## src/rtl/pe_pkg.sv

```systemverilog
// Shared definitions for the weight-stationary PE: FSM encoding
// and default operand/accumulator widths.
package pe_pkg;

    typedef enum logic [1:0] {
        EMPTY = 2'd0,
        READY = 2'd1,
        RUN   = 2'd2
    } pe_state_e;

    localparam int PE_DATA_W = 16;
    localparam int PE_ACC_W  = 40;
    localparam bit PE_SIGNED = 1'b1;

endpackage

```

## src/rtl/pe_mac_unit.sv

```systemverilog
// Combinational multiply, extend and add for one PE.
// Define PE_WS_SAT_EN to clamp the sum instead of wrapping.
module pe_mac_unit
    import pe_pkg::*;
#(
    parameter int DATA_WIDTH = PE_DATA_W,
    parameter int ACC_WIDTH  = PE_ACC_W,
    parameter bit SIGNED     = PE_SIGNED
) (
    input  logic [DATA_WIDTH-1:0] a,
    input  logic [DATA_WIDTH-1:0] w,
    input  logic [ACC_WIDTH-1:0]  psum,
    output logic [ACC_WIDTH-1:0]  sum
`ifdef PE_WS_SAT_EN
    ,
    output logic                  ovf
`endif
);

    localparam int PW = 2 * DATA_WIDTH;

    logic [PW-1:0]        a_x;
    logic [PW-1:0]        w_x;
    logic [PW-1:0]        prod;
    logic [ACC_WIDTH-1:0] prod_x;

    always_comb begin
        a_x  = {{DATA_WIDTH{SIGNED & a[DATA_WIDTH-1]}}, a};
        w_x  = {{DATA_WIDTH{SIGNED & w[DATA_WIDTH-1]}}, w};
        prod = a_x * w_x;
        if (SIGNED) prod_x = ACC_WIDTH'($signed(prod));
        else        prod_x = ACC_WIDTH'(prod);
    end

`ifdef PE_WS_SAT_EN
    localparam logic [ACC_WIDTH-1:0] SMAX = {1'b0, {(ACC_WIDTH-1){1'b1}}};
    localparam logic [ACC_WIDTH-1:0] SMIN = {1'b1, {(ACC_WIDTH-1){1'b0}}};
    localparam logic [ACC_WIDTH-1:0] UMAX = {ACC_WIDTH{1'b1}};

    logic [ACC_WIDTH:0] wide;

    // One guard bit makes the sum exact; overflow shows in the top bits.
    always_comb begin
        wide = {SIGNED & psum[ACC_WIDTH-1], psum}
             + {SIGNED & prod_x[ACC_WIDTH-1], prod_x};
        if (SIGNED) begin
            ovf = wide[ACC_WIDTH] ^ wide[ACC_WIDTH-1];
            sum = ovf ? (wide[ACC_WIDTH] ? SMIN : SMAX)
                      : wide[ACC_WIDTH-1:0];
        end else begin
            ovf = wide[ACC_WIDTH];
            sum = ovf ? UMAX : wide[ACC_WIDTH-1:0];
        end
    end
`else
    assign sum = psum + prod_x;
`endif

endmodule

```

## src/rtl/pe_ws_param.sv

```systemverilog
// Weight-stationary MAC PE with shadow/active weights and FSM.
// Optional saturation and sticky sat_flag via PE_WS_SAT_EN.
module pe_ws_param
    import pe_pkg::*;
#(
    parameter int DATA_WIDTH = PE_DATA_W,
    parameter int ACC_WIDTH  = PE_ACC_W,
    parameter bit SIGNED     = PE_SIGNED
) (
    input  logic                  clk,
    input  logic                  rst,
    input  logic                  w_load,
    input  logic [DATA_WIDTH-1:0] w_in,
    input  logic                  w_swap,
    output logic [DATA_WIDTH-1:0] w_out,
    input  logic [DATA_WIDTH-1:0] a_in,
    input  logic                  a_vld_in,
    output logic [DATA_WIDTH-1:0] a_out,
    output logic                  a_vld_out,
    input  logic                  bd_pe,
    input  logic [ACC_WIDTH-1:0]  psum_in,
    output logic [ACC_WIDTH-1:0]  psum_out,
    output logic                  psum_vld,
    output logic                  w_ready,
    output logic                  sat_flag
);

    if (ACC_WIDTH < 2 * DATA_WIDTH) begin : g_bad_acc
        $error("ACC_WIDTH must be at least 2*DATA_WIDTH");
    end

    pe_state_e             state_q, state_d;
    logic [DATA_WIDTH-1:0] shadow_q, shadow_d;
    logic [DATA_WIDTH-1:0] active_q, active_d;
    logic [DATA_WIDTH-1:0] a_q, a_d;
    logic                  shadow_vld_q, shadow_vld_d;
    logic                  a_vld_q, a_vld_d;
    logic                  psum_vld_q, psum_vld_d;
    logic [ACC_WIDTH-1:0]  psum_q, psum_d;
    logic [ACC_WIDTH-1:0]  mac_psum;
    logic [ACC_WIDTH-1:0]  mac_sum;
    logic [DATA_WIDTH-1:0] mac_w;
    logic                  swap_ok;

    assign w_ready  = (state_q != EMPTY);
    assign swap_ok  = w_swap & shadow_vld_q;
    assign mac_psum = bd_pe ? '0 : psum_in;
    // Without an active weight the product must count as zero.
    assign mac_w    = w_ready ? active_q : '0;

`ifdef PE_WS_SAT_EN
    logic mac_ovf;
    logic sat_q, sat_d;
`endif

    pe_mac_unit #(
        .DATA_WIDTH (DATA_WIDTH),
        .ACC_WIDTH  (ACC_WIDTH),
        .SIGNED     (SIGNED)
    ) u_mac (
        .a    (a_in),
        .w    (mac_w),
        .psum (mac_psum),
        .sum  (mac_sum)
`ifdef PE_WS_SAT_EN
        ,
        .ovf  (mac_ovf)
`endif
    );

    always_comb begin
        state_d      = state_q;
        shadow_d     = shadow_q;
        shadow_vld_d = shadow_vld_q;
        active_d     = active_q;
        psum_d       = psum_q;
        psum_vld_d   = a_vld_in;
        a_d          = a_in;
        a_vld_d      = a_vld_in;
        if (w_load) begin
            shadow_d     = w_in;
            shadow_vld_d = 1'b1;
        end
        if (swap_ok) active_d = shadow_q;
        if (a_vld_in) psum_d = mac_sum;
        unique case (state_q)
            EMPTY:      if (swap_ok) state_d = READY;
            READY, RUN: state_d = a_vld_in ? RUN : READY;
            default:    state_d = EMPTY;
        endcase
    end

    always_ff @(posedge clk or negedge rst) begin
        if (!rst) begin
            state_q      <= EMPTY;
            shadow_q     <= '0;
            shadow_vld_q <= 1'b0;
            active_q     <= '0;
            psum_q       <= '0;
            psum_vld_q   <= 1'b0;
            a_q          <= '0;
            a_vld_q      <= 1'b0;
        end else begin
            state_q      <= state_d;
            shadow_q     <= shadow_d;
            shadow_vld_q <= shadow_vld_d;
            active_q     <= active_d;
            psum_q       <= psum_d;
            psum_vld_q   <= psum_vld_d;
            a_q          <= a_d;
            a_vld_q      <= a_vld_d;
        end
    end

`ifdef PE_WS_SAT_EN
    assign sat_d = sat_q | (a_vld_in & mac_ovf);

    always_ff @(posedge clk or negedge rst) begin
        if (!rst) sat_q <= 1'b0;
        else      sat_q <= sat_d;
    end

    assign sat_flag = sat_q;
`else
    assign sat_flag = 1'b0;
`endif

    assign w_out     = shadow_q;
    assign a_out     = a_q;
    assign a_vld_out = a_vld_q;
    assign psum_out  = psum_q;
    assign psum_vld  = psum_vld_q;

endmodule

```

## config.mk

```make
export PLATFORM = sky130hd
export DESIGN_NAME = pe_ws_param
export DESIGN_NICKNAME = d
export VERILOG_FILES = /design/src/rtl/pe_pkg.sv /design/src/rtl/pe_mac_unit.sv /design/src/rtl/pe_ws_param.sv
export SDC_FILE = /design/constraint.sdc
export NUM_CORES = 1
export LEC_CHECK = 0
export CORE_ASPECT_RATIO = 1.25
export CORE_UTILIZATION = 30
export DETAILED_ROUTE_END_ITERATION = 10
export GPL_ROUTABILITY_DRIVEN = 0
export GPL_TIMING_DRIVEN = 0
export SYNTH_ARGS = -nofsm -noshare
export SYNTH_HDL_FRONTEND = slang
export SYNTH_SLANG_ARGS = --single-unit
```

## constraint.sdc

```tcl
create_clock -name clk -period 11.35 [get_ports clk]
set_input_delay 1.7025 -clock clk [delete_from_list [all_inputs] [get_ports clk]]
set_output_delay 1.7025 -clock clk [all_outputs]
set_load 0.03 [all_outputs]
```

# Word level (Yosys, flattened, before mapping)
# Index checks and enable logic that the tools add are counted.
[word_totals]
ff_bits = 92
out_inout_bits = 76
[op_classes]
addsub = 1
n_mul = 1
n_eq_ne = 3
n_mux = 5
bitwise_logic = 1
n_reduce_logical = 3
[op_table]
columns = ["cell", "count"]
rows = [
  ["$add A40 B40 Y40", 1],
  ["$mux W40", 1],
  ["$mul A16 B16 Y32", 1],
  ["$mux W16", 1],
  ["$mux W2", 2],
  ["$pmux W2 S2", 1],
  ["$eq A2 B1 Y1 const B", 1],
  ["$eq A2 B2 Y1 const B", 1],
  ["$logic_not A2 Y1", 1],
  ["$ne A2 B2 Y1 const B", 1],
  ["$reduce_bool A2 Y1", 1],
  ["$reduce_or A2 Y1", 1],
  ["$and A1 B1 Y1", 1],
]

# Longest topological paths before layout
[logic_depth]
ltp_word = 4
ltp_mapped = 43

# Cells and area by module
# From an unflattened synthesis, not the netlist that was laid out.
[hier_totals]
hier_cells = 1599
hier_area_um2 = 15452.3
[modules_own_cells]
columns = ["mod", "instances", "cells_per_inst", "area_per_inst_um2"]
rows = [
  ["pe_mac_unit", 1, 1348, 11723.7],
  ["pe_ws_param", 1, 251, 3728.6],
]

# Worst setup path before layout
# No wires, ideal clock.
[synth_path]
kind = "in2reg"
startpoint = "input a_in[7]"
endpoint = "register psum_q[39] (netlist: psum_out[39])"
setup_time_ns = 0.123
arrival_time_ns = 9.369
path_slack_ns = 1.858
stages = 37
path_buffers = 1
path_cell_list = "clkbuf_1 -> nand2_1 -> fa_1 -> inv_1 -> fa_1 -> inv_1 -> fa_1 -> inv_1 -> fa_1 -> fa_1 -> inv_1 -> fa_1 -> inv_1 -> ha_1 -> a2111o_1 -> o32ai_1 -> o21ai_1 -> a21o_1 -> a21o_1 -> nand3_1 -> nand2_1 -> a21oi_1 -> xnor2_1 -> ha_1 -> a21o_1 -> a21o_1 -> a21oi_1 -> nor2_1 -> a211oi_1 -> o221ai_2 -> and3_4 -> a221oi_2 -> o21a_1 -> o21ai_1 -> a21oi_2 -> xnor2_1 -> a21oi_1"
[synth_via]
elab_chain_len = 2
[synth_rtl]
columns = ["item", "line_no", "rtl"]
rows = [
  ["start, declared", "pe_ws_param.sv:16", "input logic [DATA_WIDTH-1:0] a_in,"],
  ["$mul A16 B16 Y32", "pe_mac_unit.sv:30", "prod = a_x * w_x;"],
  ["$add A40 B40 Y40", "pe_mac_unit.sv:56", "assign sum = psum + prod_x;"],
  ["end signal, assigned", "pe_ws_param.sv:108", "psum_q <= psum_d;"],
  ["end, declared", "pe_ws_param.sv:39", "logic [ACC_WIDTH-1:0] psum_q, psum_d;"],
]
# No other way between the ends.
# A chain may end at the register's enable or synchronous reset.

# Final worst setup path
[layout_path]
startpoint = "input a_in[10]"
endpoint = "register psum_q[39] (netlist: psum_out[39])"
# The elaborated chain is that of the path after synthesis.

==> reports/qor.yml <==
path_class: "in -> reg"
drt-total-wl_um: 41700
cp_max_fo: 10
placedCellCount: 2431
maxSlewHeadroom_pct: 34.1
min_path_cells: 1
slowest_stage: "clkdlybuf4s50_1"
rows: 92
initial_core_util_pct: 30.6
synth_most_common_cell: "inv_1"
synth_seq_cells: 92
htree_num_levels: 3
setup_viol: 0
netlist_top_cells_count: "305 x inv_1, 263 x fa_1, 159 x nand2_1"
fin_crit_sh_pct: 95.7
synth-seq-area-share_pct: 14.9
min_path_type: "reg -> reg"
grt_pass1_vias: 12800
rsz0062_at_grt: "no"
drcViolationCount: 0
yosys_warnings: 0
synth_ff_type: "dfrtp_1"
diodes: 0
die_h_um: 256
critPathArrivalTime_ps: 11120
crit_top_cell: "fa_1"
endpoint_kind: "flip-flop"
synth_top_cell_by_area: "fa_1"
fin_crit_ps: 10860
tns_ps: 0
grt_max_degree: 49
synthArstFlopShare_pct: 100
ant_nets: 0
clockRootBuffer: "clkbuf_16"
syn_area_um2: 15500
max_freq_ghz: 0.0921
syn_to_final_growth_pct: 17.6
fin_util_pct: 36.0
finalClockSkew_ps: 14.8
wire_per_inst_um: 17.0
grt_first_pass_wirelength_um: 69300
tightestPinTransition_ps: 989
reg2regPathDepth: 39
port_buffers: 151
via_per_inst: 4.66
slew_viol_final: 0
clock_path_buffers: 2
drtIter0Drc: 433
grtUsageTotal_pct: 17.0
synth_nets: 2087
synth_edf_count: 0
overflow: 0
hold_violations: 0
yosys-top-cells-area: "fa_1 34%, dfrtp_1 15%, ha_1 10%"
yosysTopAreaCellShare_pct: 34.0
final_nets: 2252
instances_no_fill: 2449
drive_gt1_share_pct: 7.43
synth.avg_cell_area_um2: 9.55
worstSetupStartpointType: "primary input"
pin_count: 154
crit_required_ps: 11610
vias: 11400
final.fill_count: 5151
clk_pin_slew_ps: 70
die_x_um: 205
die-area_um2: 52500
maxCapViolations: 0
ys_types: 68
synthCells: 1621
hpwl_um: 36100
status: "finished, final reports clean"
clkLatencyLatePin_ps: 380
antenna_found_initial: 0
cts_buffers: 9
slowest_delay_ps: 790
core_area_um2: 50600
clock_sinks: 92
cts_tree: "yes"
dr.pass1.iters: 5
-- timing repair --
item / 4_1_cts / 5_1_grt
setup buffers: 0 / 2
gates resized for setup: 0 / 30
setup endpoints to repair: 0 / 5
hold buffers: 0 / 0
-- critical path, delay by kind of cell --
family / cells / cell delay (ps)
adders and majority gates: 8 / 3710
AOI/OAI and AO/OA: 17 / 3430
xor gates and xnor gates: 2 / 320
buffers and inverters: 4 / 1380
and+or+nand+nor: 5 / 580
-- cells by family after synthesis --
kind of cell	after synthesis	share of synthesized area, %
mux	59	4.28
xor+xnor	72	4.22
flops	92	14.9
fa+ha+maj	388	44.1
compound gates	189	8.20
buf+inv	363	9.22
other cells	1	0.0242
simple gates	457	15.1
-- cells in the final DEF, fill, tap and decap left out, types with 36 or more instances in the layout --
master and n:
a21oi_1 53, and2_1 127, clkbuf_1 36, clkdlybuf4s50_1 147
dfrtp_1 92, fa_1 262, ha_1 125, inv_1 305
mux2_2 58, nand2_1 159, nor2_1 46, nor2b_1 55
xnor2_1 52
-- final timing paths --
| kind | startpoint | end | slack, ps |
|---|---|---|---|
| setup / recovery | a_in[10] | psum_out[39] | 490 |
| hold / removal | shadow_vld_q | shadow_vld_q | 480 |
| setup reg to reg | state_q[0] | psum_out[39] | 830 |
| hold reg to reg | shadow_vld_q | shadow_vld_q | 480 |
| max in group asynchronous | rst | a_out[6] | 9330 |
| min in group asynchronous | rst | psum_vld | 1340 |
-- metal layers --
metal	vias up	GRT usage (%)	part of all wire, %
li1	5367	-	-
met1	5736	21.0	41
met2	260	29.9	51
met3	60	2.37	3.9
met4	0	6.01	3.4
met5	-	0	0
-- registers in the layout, indices dropped and copies added, names as in the netlist --
name / count
psum_out: 40
a_out: 16
active_q: 16
w_out: 16
state_q: 2
psum_vld: 1
shadow_vld_q: 1
-- final cells by class --
type,instances,area [µm²],share of cell area [%]
buffer,58,297,1.63
clock buffer,10,239,1.31
clock inverter,6,78.8,0.433
inverter,305,1140,6.28
multi-input combinational,1166,11800,64.6
sequential,92,2300,12.6
tap,658,823,4.52
timing repair buffer,154,1560,8.56
-- metrics by stage --
step	cell area [µm²]	setup WS, ps	hold slack [ps]
after floorplan	15500	1860	439
after global routing	18200	25.4	501
after CTS	18200	206	488
after global placement	17800	-165	455
after detailed placement	17800	-160	462
final	18200	487	484
Power is left out: the tool's default activity adds up to more than one toggle a clock period on the data nets, which glitch-free logic cannot reach.
